===== config.mk =====
export PLATFORM = sky130hd
export DESIGN_NAME = run_caller
export DESIGN_NICKNAME = d
export VERILOG_FILES = /design/src/rtl/run_caller.sv
export SDC_FILE = /design/constraint.sdc
export NUM_CORES = 1
export LEC_CHECK = 0
export BUFFER_PORTS_ARGS = -buffer_cell sky130_fd_sc_hd__buf_2
export CORE_MARGIN = 2
export CORE_UTILIZATION = 54
export CTS_CLUSTER_SIZE = 12
export DETAILED_ROUTE_END_ITERATION = 8
export HOLD_SLACK_MARGIN = 0.02
export PLACE_DENSITY = 0.84
export SKIP_CTS_REPAIR_TIMING = 1
export SLEW_MARGIN = 5
export SYNTH_ARGS = -nofsm -noshare
export SYNTH_HDL_FRONTEND = slang
export SYNTH_SLANG_ARGS = --single-unit

===== constraint.sdc =====
create_clock -name clock -period 3.9 [get_ports clock]
set_clock_uncertainty 0.2 [all_clocks]
set_input_delay 0.195 -clock clock [delete_from_list [all_inputs] [get_ports clock]]
set_output_delay 0.195 -clock clock [all_outputs]
set_load 0.1 [all_outputs]

===== src/rtl/run_caller.sv =====
// run_caller: issues one run_req call per accepted operand, waits for the
// callee to finish, counts completions and traps a hung or silent callee.
module run_caller #(
    parameter int DATA_W  = 32,
    parameter int TIMEOUT = 64,
    parameter int CNT_W   = 16
) (
    input  logic              clock,
    input  logic              reset,
    input  logic              ce,
    input  logic              i_op_valid,
    output logic              o_op_ready,
    input  logic [DATA_W-1:0] i_op_data,
    output logic              o_run_req,
    output logic [DATA_W-1:0] o_run_input_a_0,
    input  logic              i_run_busy,
    output logic              o_done,
    output logic [CNT_W-1:0]  o_call_count,
    output logic              o_timeout,
    output logic              o_idle
);

    localparam int WD_W = $clog2(TIMEOUT + 1);
    localparam logic [WD_W-1:0] WD_MAX = WD_W'(TIMEOUT);

    typedef enum logic [2:0] {
        S_IDLE,
        S_REQ,
        S_ACK,
        S_RUN,
        S_DONE,
        S_ERR
    } state_t;

    state_t          r_state;
    logic [WD_W-1:0] r_wdog;
    logic            r_miss;
    logic [WD_W-1:0] w_wdog_nxt;
    logic            w_accept;

    assign w_wdog_nxt = r_wdog + WD_W'(1);
    assign w_accept   = i_op_valid & o_op_ready;

    always_ff @(posedge clock or posedge reset) begin
        if (reset) begin
            r_state         <= S_IDLE;
            r_wdog          <= '0;
            r_miss          <= 1'b0;
            o_op_ready      <= 1'b0;
            o_run_req       <= 1'b0;
            o_run_input_a_0 <= '0;
            o_done          <= 1'b0;
            o_call_count    <= '0;
            o_timeout       <= 1'b0;
            o_idle          <= 1'b0;
        end else if (ce) begin
            unique case (r_state)
                S_IDLE: begin
                    if (w_accept) begin
                        o_run_input_a_0 <= i_op_data;
                        o_run_req       <= 1'b1;
                        o_op_ready      <= 1'b0;
                        o_idle          <= 1'b0;
                        r_state         <= S_REQ;
                    end else begin
                        o_op_ready <= 1'b1;
                        o_idle     <= 1'b1;
                    end
                end
                S_REQ: begin
                    o_run_req <= 1'b0;
                    r_miss    <= 1'b0;
                    r_state   <= S_ACK;
                end
                S_ACK: begin
                    // a callee that never raises busy is caught after two cycles
                    if (i_run_busy) begin
                        r_wdog  <= '0;
                        r_state <= S_RUN;
                    end else if (r_miss) begin
                        o_timeout <= 1'b1;
                        r_state   <= S_ERR;
                    end else begin
                        r_miss <= 1'b1;
                    end
                end
                S_RUN: begin
                    // completion is checked first so it wins over the watchdog
                    if (!i_run_busy) begin
                        o_done       <= 1'b1;
                        o_call_count <= o_call_count + CNT_W'(1);
                        r_state      <= S_DONE;
                    end else if (w_wdog_nxt == WD_MAX) begin
                        o_timeout <= 1'b1;
                        r_state   <= S_ERR;
                    end else begin
                        r_wdog <= w_wdog_nxt;
                    end
                end
                S_DONE: begin
                    o_done     <= 1'b0;
                    o_op_ready <= 1'b1;
                    o_idle     <= 1'b1;
                    r_state    <= S_IDLE;
                end
                S_ERR: begin
                    o_timeout  <= 1'b1;
                    o_op_ready <= 1'b0;
                    o_run_req  <= 1'b0;
                    o_idle     <= 1'b0;
                end
                default: begin
                    r_state <= S_ERR;
                end
            endcase
        end
    end

endmodule


==> flow_summary_export.csv <==
group,metric,value,unit
placed_design,place.detailed.instances,393,
placed_design,placedInstanceArea,0.003318,mm2
drt,wirelength,8194,um
drt,vias,2467,
placed_design,preCtsSetupSlack,1.463,ns
clock_tree,htree_num_levels,3,
drt,viasPerCell,5.569,
final_layout,share_of_final_layout_standard_cells_stronger_than_drive_strength_1,39.68,%
logic_synthesis,ys_dominant_reg_cell,"dfrtp_1",
logic_synthesis,instance_count_of_the_mapped_netlist,241,
clock_tree,numClockSinks,63,
logic_synthesis,synth_largest_area_cell,"dfrtp_1",
drt,detailedRoute.firstPassIterationCount,5,
final_layout,multi_input_area,0.001171,mm2
worst_setup_path,crit_path_start_kind,"flop",
placed_design,buffer_ports.inserted,89,
sta,fmaxAchievable,0.3862,GHz
worst_setup_path,worst-setup-path-type,"reg -> reg",
logic_synthesis,seq_area_frac_synth,55.70,%
sta,final_max_slew_viol_count,0,
global_route,grt_use_total,21.60,%
global_route,pin_count_of_the_biggest_net_entering_global_routing,41,
worst_setup_path,required,3.92,ns
final_layout,regArea,0.001577,mm2
floorplan,die_width,76.40,um
worst_setup_path,timing.critical_path.arrival,2.61,ns
sta,setup-tns-final,0,ns
sta,post-route-period-util,66.39,%
drt,drt-initial-drc-count,258,
sta,grt_setup_unrepaired,"false",
worst_setup_path,critical_path.endpoint_type,"flop",
run,max-cap-violations,0,
logic_synthesis,yosys_warnings,0,
clock_tree,numCtsBuffers,9,
hold_path,type_of_the_most_critical_hold_path,"in -> reg",
placed_design,gp_congestion,0.8373,
final_layout,instances_no_fill,443,
logic_synthesis,synth_nets,280,
logic_synthesis,ys_types,43,
clock_tree,clk-insertion-delay-late,0.34,ns
placed_design,hpwl,4360,um
sta,setup_viol,0,
final_layout,nFillCells,304,
final_layout,fin_nets,407,
logic_synthesis,postSynthAreaPerCell,11.74,um2
outcome,run_status,"finished clean",
logic_synthesis,synthTopCellsByArea,"dfrtp_1 56%, mux2_2 12%, xnor2_1 3.4%",
drt,remaining_drc_errors,0,
logic_synthesis,postSynthRegisterBits,63,
global_route,number_of_antenna_violations_at_the_first_check_in_global_routing,0,
clock_tree,tritoncts,"done",
final_layout,antenna_cells_inserted,0,
drt,routedWlPerCell,18.50,um
logic_synthesis,number_of_enable_type_register_cells_in_the_synthesized_netlist,0,
drt,route.antenna.remaining_nets,0,
sta,transition_at_the_pin_with_the_smallest_max_transition_slack,0.9011,ns
floorplan,initial_utilization,55.77,%
floorplan,dieHeight,76.40,um
logic_synthesis,netlist.area_leader.share,55.70,%
final_layout,syn_to_final_growth,36.60,%
logic_synthesis,post_synth_design_cell_area,0.002830,mm2
sta,timing_hold_violations_final,0,
global_route,grt_first_pass_wirelength,10110,um
final_layout,layout.cell_area.non_filler,0.003866,mm2
sta,relSlewSlack,39.79,%
floorplan,core-area,0.005075,mm2
logic_synthesis,post-synth-top-count-cell,"dfrtp_1",
worst_setup_path,worstPathMaxFanout,33,
sta,postLayoutSetupSlackWorst,1.311,ns
clock_tree,clk_transition_reported_paths,0.08,ns
floorplan,design.portCount,90,
clock_tree,clk_root_buffer_cell,"clkbuf_8",
clock_tree,clockBufferDepth,2,
logic_synthesis,ys_async_sr_fraction,100.0,%
global_route,grt-ovfl-total,0,
sta,period_minus_slack,2.589,ns
floorplan,placement_rows,26,
floorplan,fp.dieArea,0.005836,mm2
logic_synthesis,synth_commonest_cells,"63 x dfrtp_1, 30 x mux2_2, 19 x nand2_1, 14 x o21ai_0",
global_route,grt_pass1_vias,2137,
-- path summary, 6_finish.rpt --
path / start / end / slack (ns) / cells past startpoint
setup / recovery: r_state[2] / o_run_input_a_0[1] / 1.31 / 5
hold / removal: i_op_valid / o_run_req / 0.04 / 3
setup reg to reg: r_state[2] / o_run_input_a_0[1] / 1.31 / 5
hold reg to reg: o_timeout / o_timeout / 0.29 / 1
max in group asynchronous: reset / o_done / 2.30 / 4
min in group asynchronous: reset / o_run_input_a_0[26] / 0.38 / 3
-- area by class of cell --
cell class | instances | area share [%]
Inverter | 8 | 0.7767
Tap cell | 70 | 2.265
Multi-Input combinational cell | 162 | 30.29
Clock inverter | 5 | 1.456
Sequential cell | 63 | 40.78
Timing Repair Buffer | 124 | 20.52
Clock buffer | 11 | 3.916
-- layout by cell type, fill, tap and decap left out, types with 5 or more instances in the layout --
cell type,instances
nand3_1,10
xnor2_1,11
dfrtp_1,63
nor2_1,11
nand4_1,8
nand2_1,19
clkbuf_8,11
inv_1,7
buf_2,89
nor3_1,7
dlygate4sd3_1,34
mux2_2,30
o21ai_0,14
o31ai_1,5
-- cells by family after synthesis --
group           after synthesis  synth area share (%)
simple gates                 78                 14.99
mux                          33                 13.13
fa+ha+maj                     2                0.8840
flops                        63                 55.70
compound gates               34                 7.737
buf+inv                      16                 2.918
xor+xnor                     15                 4.642
-- flip-flops by register name (all words and copies together) (netlist names) --
name	count
o_call_count	16
o_done	1
o_idle	1
o_run_input_a_0	32
o_run_req	1
o_timeout	1
r_miss	1
r_state	3
r_wdog	7
-- layer usage --
metal	global-route usage [%]	up-vias	routed length (um)
met2	35.75	139	3967
met1	28.46	1198	3415
met4	6.545	0	236
met5	0	-	0
met3	5.213	26	575
li1	-	1104	-
-- per-stage QoR --
stage | util (%) | hold slack [ns]
floorplan | - | 0.1297
global placement | 65.38 | 0.1942
detailed placement | 65.38 | 0.2009
CTS | 69.48 | -0.1618
global route | 76.18 | 0.04304
finish | 76.18 | 0.04020
-- worst max-delay path, stage by stage, from the launching register on --
cell	delay [ns]
dfrtp_1	0.45
nand2b_1	0.25
nor2_1	0.23
nand3_1	0.17
nor2_4	0.71
mux2_2	0.45
Power is left out: the tool's default activity adds up to more than one toggle a clock period on the data nets, which glitch-free logic cannot reach.
